==> config.mk <==
export PLATFORM = sky130hd
export DESIGN_NAME = vec_alu_sequencer_flat
export DESIGN_NICKNAME = d
export VERILOG_FILES = /design/src/rtl/vec_alu_sequencer_if.sv /design/src/rtl/vec_alu_sequencer.sv /design/src/flat_wrapper.sv
export SDC_FILE = /design/constraint.sdc
export NUM_CORES = 1
export LEC_CHECK = 0
export BUFFER_PORTS_ARGS = -buffer_cell sky130_fd_sc_hd__buf_4
export CAP_MARGIN = 0
export CORE_MARGIN = 5
export CORE_UTILIZATION = 51
export DETAILED_ROUTE_END_ITERATION = 10
export GPL_TIMING_DRIVEN = 0
export PLACE_DENSITY_LB_ADDON = 0.3
export SLEW_MARGIN = 25
export SYNTH_ARGS = -nofsm -noshare
export SYNTH_HDL_FRONTEND = slang
export SYNTH_SLANG_ARGS = --single-unit
==> constraint.sdc <==
create_clock -name i_clk -period 2.8 [get_ports i_clk]
set_input_delay 0 -clock i_clk [delete_from_list [all_inputs] [get_ports i_clk]]
set_output_delay 0 -clock i_clk [all_outputs]
set_load 0.005 [all_outputs]
==> src/rtl/vec_alu_sequencer_if.sv <==
// Handshake bundle between a vector command source, vec_alu_sequencer and the scalar FP ALU.
// The slave modport is the sequencer's view; master is the environment (host plus ALU).
interface vec_alu_sequencer_if #(
  parameter int unsigned VLEN = 4
) ();
  logic                 cmd_valid;
  logic                 cmd_ready;
  logic [1:0]           cmd_op;
  logic [VLEN*32-1:0]   cmd_a;
  logic [VLEN*32-1:0]   cmd_b;
  logic [3:0]           alu_control;
  logic [31:0]          alu_in1;
  logic [31:0]          alu_in2;
  logic [31:0]          alu_result;
  logic                 alu_zero;
  logic                 rsp_valid;
  logic                 rsp_ready;
  logic [VLEN*32-1:0]   rsp_data;
  logic [VLEN-1:0]      rsp_zero_mask;
  logic                 rsp_err;

  modport master (
    output cmd_valid, cmd_op, cmd_a, cmd_b, alu_result, alu_zero, rsp_ready,
    input  cmd_ready, alu_control, alu_in1, alu_in2, rsp_valid, rsp_data, rsp_zero_mask, rsp_err
  );

  modport slave (
    input  cmd_valid, cmd_op, cmd_a, cmd_b, alu_result, alu_zero, rsp_ready,
    output cmd_ready, alu_control, alu_in1, alu_in2, rsp_valid, rsp_data, rsp_zero_mask, rsp_err
  );
endinterface

==> src/rtl/vec_alu_sequencer.sv <==
// Issues a VLEN-element MUL/ADD command to the scalar FP ALU one element at a time.
// Optional VSEQ_MUL_ZERO_SKIP_EN: MUL elements with a +/-0 operand bypass the ALU.
module vec_alu_sequencer #(
  parameter int unsigned VLEN    = 4,  // must match the VLEN of the connected interface
  parameter int unsigned MUL_LAT = 4,
  parameter int unsigned ADD_LAT = 3
) (
  input logic                i_clk,
  input logic                i_rst_n,
  vec_alu_sequencer_if.slave bus
);

  localparam int unsigned IdxW   = (VLEN > 1) ? $clog2(VLEN) : 1;
  localparam int unsigned MaxLat = (MUL_LAT > ADD_LAT) ? MUL_LAT : ADD_LAT;
  localparam int unsigned CntW   = (MaxLat > 1) ? $clog2(MaxLat) : 1;
  localparam logic [1:0]  OpMul  = 2'b00;
  localparam logic [1:0]  OpAdd  = 2'b01;

  typedef enum logic [2:0] {StIdle, StIssue, StWait, StCapture, StResp} state_e;

  state_e              r_state, w_state_d;
  logic [VLEN*32-1:0]  r_a, r_b, r_data;
  logic [VLEN-1:0]     r_mask;
  logic [1:0]          r_op;
  logic [IdxW-1:0]     r_idx;
  logic [CntW-1:0]     r_cnt;
  logic [3:0]          r_alu_ctrl;
  logic [31:0]         r_alu_in1, r_alu_in2;
  logic                r_rsp_valid, r_err;

  logic                w_accept, w_legal, w_last;
  logic [IdxW-1:0]     w_nidx;
  logic [1:0]          w_nxt_op;
  logic [3:0]          w_nxt_ctrl;
  logic [31:0]         w_nxt_a, w_nxt_b;
  logic                w_nxt_skip, w_cap_skip;
  logic [31:0]         w_skip_val;

  assign w_accept = bus.cmd_valid && (r_state == StIdle);
  assign w_legal  = (bus.cmd_op == OpMul) || (bus.cmd_op == OpAdd);
  assign w_last   = (r_idx == IdxW'(VLEN - 1));
  assign w_nidx   = w_last ? '0 : r_idx + 1'b1;

  // Operands of the element about to start: element 0 straight from the command on accept,
  // otherwise the next latched element.
  assign w_nxt_op   = (r_state == StIdle) ? bus.cmd_op : r_op;
  assign w_nxt_a    = (r_state == StIdle) ? bus.cmd_a[31:0] : r_a[{w_nidx, 5'b0} +: 32];
  assign w_nxt_b    = (r_state == StIdle) ? bus.cmd_b[31:0] : r_b[{w_nidx, 5'b0} +: 32];
  assign w_nxt_ctrl = (w_nxt_op == OpMul) ? 4'b0010 : 4'b0100;

`ifdef VSEQ_MUL_ZERO_SKIP_EN
  logic [31:0] w_cur_a, w_cur_b;
  assign w_cur_a    = r_a[{r_idx, 5'b0} +: 32];
  assign w_cur_b    = r_b[{r_idx, 5'b0} +: 32];
  assign w_nxt_skip = (w_nxt_op == OpMul) && ((w_nxt_a[30:0] == '0) || (w_nxt_b[30:0] == '0));
  assign w_cap_skip = (r_op == OpMul) && ((w_cur_a[30:0] == '0) || (w_cur_b[30:0] == '0));
  assign w_skip_val = {w_cur_a[31] ^ w_cur_b[31], 31'b0};
`else
  assign w_nxt_skip = 1'b0;
  assign w_cap_skip = 1'b0;
  assign w_skip_val = '0;
`endif

  always_ff @(posedge i_clk or negedge i_rst_n) begin
    if (!i_rst_n) r_state <= StIdle;
    else          r_state <= w_state_d;
  end

  always_comb begin
    w_state_d = r_state;
    case (r_state)
      StIdle: begin
        if (w_accept) begin
          if (!w_legal)        w_state_d = StResp;
          else if (w_nxt_skip) w_state_d = StCapture;
          else                 w_state_d = StIssue;
        end
      end
      StIssue: w_state_d = StWait;
      StWait: begin
        if (r_cnt == '0) w_state_d = StCapture;
      end
      StCapture: begin
        if (w_last)          w_state_d = StResp;
        else if (w_nxt_skip) w_state_d = StCapture;
        else                 w_state_d = StIssue;
      end
      StResp: begin
        if (r_rsp_valid && bus.rsp_ready) w_state_d = StIdle;
      end
      default: w_state_d = StIdle;
    endcase
  end

  always_ff @(posedge i_clk or negedge i_rst_n) begin
    if (!i_rst_n) begin
      r_a         <= '0;
      r_b         <= '0;
      r_data      <= '0;
      r_mask      <= '0;
      r_op        <= '0;
      r_idx       <= '0;
      r_cnt       <= '0;
      r_alu_ctrl  <= '0;
      r_alu_in1   <= '0;
      r_alu_in2   <= '0;
      r_rsp_valid <= 1'b0;
      r_err       <= 1'b0;
    end else begin
      case (r_state)
        StIdle: begin
          if (w_accept) begin
            r_a    <= bus.cmd_a;
            r_b    <= bus.cmd_b;
            r_op   <= bus.cmd_op;
            r_idx  <= '0;
            r_mask <= '0;
            r_err  <= !w_legal;
            if (!w_legal) begin
              r_data <= '0;
            end else if (!w_nxt_skip) begin
              r_alu_ctrl <= w_nxt_ctrl;
              r_alu_in1  <= w_nxt_a;
              r_alu_in2  <= w_nxt_b;
            end
          end
        end
        StIssue: r_cnt <= (r_op == OpMul) ? CntW'(MUL_LAT - 1) : CntW'(ADD_LAT - 1);
        StWait:  r_cnt <= r_cnt - 1'b1;
        StCapture: begin
          r_data[{r_idx, 5'b0} +: 32] <= w_cap_skip ? w_skip_val : bus.alu_result;
          r_mask[r_idx]               <= w_cap_skip | bus.alu_zero;
          r_alu_ctrl                  <= '0;
          r_alu_in1                   <= '0;
          r_alu_in2                   <= '0;
          if (!w_last) begin
            r_idx <= w_nidx;
            if (!w_nxt_skip) begin
              r_alu_ctrl <= w_nxt_ctrl;
              r_alu_in1  <= w_nxt_a;
              r_alu_in2  <= w_nxt_b;
            end
          end
        end
        StResp: begin
          // First RESP cycle raises valid; it drops on the handshake as the FSM returns to idle.
          if (!r_rsp_valid)        r_rsp_valid <= 1'b1;
          else if (bus.rsp_ready)  r_rsp_valid <= 1'b0;
        end
        default: ;
      endcase
    end
  end

  assign bus.cmd_ready     = (r_state == StIdle);
  assign bus.alu_control   = r_alu_ctrl;
  assign bus.alu_in1       = r_alu_in1;
  assign bus.alu_in2       = r_alu_in2;
  assign bus.rsp_valid     = r_rsp_valid;
  assign bus.rsp_data      = r_data;
  assign bus.rsp_zero_mask = r_mask;
  assign bus.rsp_err       = r_err;

endmodule

==> src/flat_wrapper.sv <==
// flat-port wrapper written by rule: the top's interface ports become plain ports
module vec_alu_sequencer_flat 
#(
  parameter int unsigned VLEN    = 4,                                                   
  parameter int unsigned MUL_LAT = 4,
  parameter int unsigned ADD_LAT = 3
)
  (i_clk, i_rst_n, bus_cmd_valid, bus_cmd_op, bus_cmd_a, bus_cmd_b, bus_alu_result, bus_alu_zero, bus_rsp_ready, bus_cmd_ready, bus_alu_control, bus_alu_in1, bus_alu_in2, bus_rsp_valid, bus_rsp_data, bus_rsp_zero_mask, bus_rsp_err);
  vec_alu_sequencer_if #(.VLEN(VLEN)) bus_i ();
  input logic i_clk;
  input logic i_rst_n;
  input wire logic [$bits(bus_i.cmd_valid)-1:0] bus_cmd_valid;
  input wire logic [$bits(bus_i.cmd_op)-1:0] bus_cmd_op;
  input wire logic [$bits(bus_i.cmd_a)-1:0] bus_cmd_a;
  input wire logic [$bits(bus_i.cmd_b)-1:0] bus_cmd_b;
  input wire logic [$bits(bus_i.alu_result)-1:0] bus_alu_result;
  input wire logic [$bits(bus_i.alu_zero)-1:0] bus_alu_zero;
  input wire logic [$bits(bus_i.rsp_ready)-1:0] bus_rsp_ready;
  output wire logic [$bits(bus_i.cmd_ready)-1:0] bus_cmd_ready;
  output wire logic [$bits(bus_i.alu_control)-1:0] bus_alu_control;
  output wire logic [$bits(bus_i.alu_in1)-1:0] bus_alu_in1;
  output wire logic [$bits(bus_i.alu_in2)-1:0] bus_alu_in2;
  output wire logic [$bits(bus_i.rsp_valid)-1:0] bus_rsp_valid;
  output wire logic [$bits(bus_i.rsp_data)-1:0] bus_rsp_data;
  output wire logic [$bits(bus_i.rsp_zero_mask)-1:0] bus_rsp_zero_mask;
  output wire logic [$bits(bus_i.rsp_err)-1:0] bus_rsp_err;
  assign bus_i.cmd_valid = bus_cmd_valid;
  assign bus_i.cmd_op = bus_cmd_op;
  assign bus_i.cmd_a = bus_cmd_a;
  assign bus_i.cmd_b = bus_cmd_b;
  assign bus_i.alu_result = bus_alu_result;
  assign bus_i.alu_zero = bus_alu_zero;
  assign bus_i.rsp_ready = bus_rsp_ready;
  assign bus_cmd_ready = bus_i.cmd_ready;
  assign bus_alu_control = bus_i.alu_control;
  assign bus_alu_in1 = bus_i.alu_in1;
  assign bus_alu_in2 = bus_i.alu_in2;
  assign bus_rsp_valid = bus_i.rsp_valid;
  assign bus_rsp_data = bus_i.rsp_data;
  assign bus_rsp_zero_mask = bus_i.rsp_zero_mask;
  assign bus_rsp_err = bus_i.rsp_err;
  vec_alu_sequencer #(.VLEN(VLEN), .MUL_LAT(MUL_LAT), .ADD_LAT(ADD_LAT)) u_core (.i_clk(i_clk), .i_rst_n(i_rst_n), .bus(bus_i));
endmodule
==> impl_metrics.ini <==
[detailed_routing]
routed_via_density = 6.005
drc = 0
wl_per_cell_um = 25.61
ant_nets = 0
first_pass_iters = 6
drt_iter0_drc = 2349
routed_wl_um = 85220
num_vias = 19980

[finish]
nets = 3068
area_growth_pct = 46.26
layout.core_utilization_pct = 75.25
final_common_cell = nand2_1
layout-drive-gt1-share_pct = 25.49
final_cell_mix = nand2_1, buf_4, dfrtp_1

[timing]
hold_slack_ps = 155.1
worstMarginPinSlew_ps = 1054
rsz0062_at_grt = true
setup_viol = 0
finalHoldViolations = 0
slew_violations = 0
min_period_ps = 2766
finalClockSkew_ps = 20.28
period_share_pct = 98.78
clock.fmax_mhz = 361.6
maxSlewHeadroom_pct = 29.76

[power_and_ir_drop]
power_frac_seq_pct = 38.3
p_clk_share_pct = 23.1
p_int_mw = 17.58
p_comb_share_pct = 38.6
p_sw_mw = 10.86
swShare_pct = 38.19
leakage_nw = 15.03
ir_worst_vdd_v = 0.0006481
p_per_area_nw_per_um2 = 980.4

[min_path]
hold_path_class = input port to flip-flop

[die]
initial_utilization_pct = 51.45
die_area_um2 = 42940
die_w_um = 207.2
die_y_um = 207.2
rows = 72
ios = 498
fp.coreArea_um2 = 38560

[clocking]
cts.sinks = 465
root_buffer = clkbuf_16
cts_buffers = 48
clk_pin_slew_ps = 60
h-tree-depth = 2
clk_latency_ps = 590
clock_path_buffers = 3
cts_tree = built

[global_routing]
grt_pass1_wl_um = 127400
grt_antenna_before_repair = 9
grt_remaining_overflow = 0
grt_start_max_net_pins = 97
grt_use_total_pct = 38.37
grt_pass1_vias = 20900

[synth]
synth_cells = 1917
synth_top_cell_by_area = dfrtp_1
synth-seq-cells = 465
seq_area_frac_synth_pct = 58.66
syn_avg_cell_area_um2 = 10.35
ys_warn_count = 0
syn-cell-area_um2 = 19840
synth_top_area_share_pct = 58.66
async_reset_ff_share_pct = 100.0
synth_edf_count = 0
synthFlopType = dfrtp_1
netlist-cell-type-count = 50
synth_area_leaders = dfrtp_1, nand2_1, a22o_1

[worst_setup_path]
required_ps = 3250
crit_path_end_kind = flip-flop
critical_path_class = flip-flop to flip-flop
critPathLaunchType = flip-flop
crit_fanout = 10
worstPathArrival_ps = 3220

[status]
status = completed

[placed_design]
portBuffers = 495
routabilityCongestion = 0.9191
dp_hpwl_um = 52890

[run]
cap_viol_max_count = 0
layer usage:
layer / vias to the layer above / GRT usage, % / wire length (um)
li1: 8242 / - / -
met1: 9744 / 46.57 / 30040
met2: 1565 / 62.14 / 40360
met3: 428 / 10.56 / 9047
met4: 4 / 21.89 / 5763
met5: - / 0 / 19
state kept, by name, indices dropped and copies added (netlist names):
name                      cells
u_core.bus.alu_control        2
u_core.bus.alu_in1           32
u_core.bus.alu_in2           32
u_core.bus.rsp_data         128
u_core.bus.rsp_err            1
u_core.bus.rsp_valid          1
u_core.bus.rsp_zero_mask      4
u_core.r_a                  128
u_core.r_b                  128
u_core.r_cnt                  2
u_core.r_idx                  2
u_core.r_op                   2
u_core.r_state                3
metrics by stage:
step | instance area (um^2) | TNS, ps | power, mW | std cells | setup slack (ps)
2_1_floorplan | 19840 | 0 | 16.23 | 1918 | 232.6
3_3_place_gp | 24200 | -1411200 | 20.28 | 2931 | -2903
3_5_place_dp | 24350 | -85290 | 20.69 | 2936 | -1143
4_1_cts | 28960 | 0 | 27.65 | 3318 | 26.72
5_1_grt | 29010 | -389.0 | 29.62 | 3326 | -32.73
6_report | 29010 | 0 | 28.44 | 3328 | 34.23
final cells by class:
cell class | instances | area, um^2
Fill cell | 2400 | 9544
Multi-Input combinational cell | 1259 | 7388
Clock inverter | 10 | 125.1
Inverter | 44 | 165.2
Antenna cell | 9 | 22.52
Sequential cell | 465 | 11640
Clock buffer | 76 | 1458
Buffer | 149 | 720.7
Timing Repair Buffer | 798 | 6849
Tap cell | 518 | 648.1
power by group through the flow:
stage	registers (mW)	clock network, mW	logic (mW)
6_report	10.9	6.58	11.0
5_1_grt	11.0	6.87	11.7
4_1_cts	10.7	6.56	10.4
3_5_place_dp	10.8	0	9.93
3_3_place_gp	10.7	0	9.60
2_1_floorplan	10.3	0	5.92
worst paths after layout:
| path | start | endpoint | slack (ps) | cells past startpoint |
|---|---|---|---|---|
| worst max register to register | u_core.r_idx[0]$_DFFE_PN0P_ | u_core.bus.alu_in2[9]$_DFFE_PN0P_ | 30 | 8 |
| worst min register to register | u_core.r_b[8]$_DFFE_PN0P_ | u_core.r_b[8]$_DFFE_PN0P_ | 470 | 2 |
| min in group asynchronous | i_rst_n | u_core.bus.alu_in2[22]$_DFFE_PN0P_ | 520 | 4 |
| worst min-delay path | bus_cmd_a[75] | u_core.r_a[75]$_DFFE_PN0P_ | 160 | 4 |
| max in group asynchronous | i_rst_n | u_core.bus.rsp_data[56]$_DFFE_PN0P_ | 1010 | 6 |
| worst max-delay path | u_core.r_idx[0]$_DFFE_PN0P_ | u_core.bus.alu_in2[9]$_DFFE_PN0P_ | 30 | 8 |
logic make-up after synthesis:
kind of cell	count (synthesis)	synth area share [%]
simple gates	841	17.19
flops	465	58.66
compound gates	337	13.70
buf+inv	194	4.270
mux	70	5.614
fa+ha+maj	8	0.5046
other cells	1	0.01890
xor+xnor	1	0.04416
cells in the mapped netlist, drive strengths merged (20+ instances only):
cell and n:
buf 70, mux4 31, inv 44, clkbuf 80, a221o 45, nand2 746, o21ai 59, nand3 23
and3 38, mux2 20, dfrtp 465, a22o 130
timing repair:
item | in CTS | in global routing
pin swaps | 0 | 0
hold buffers | 296 | 0
resized for setup | 20 | 13
endpoints found under the hold margin | 656 | 0
buffers inserted | 0 | 2
setup endpoints to repair | 190 | 237
critical path, cell delays in order, from the launching register on:
cell and delay, ps:
dfrtp_1 420, buf_2 200, clkbuf_4 250, inv_1 120, ha_1 390, buf_6 220, buf_2 360, mux4_2 370
a221o_1 310
Note: power is estimated with default switching activity, not from simulation.
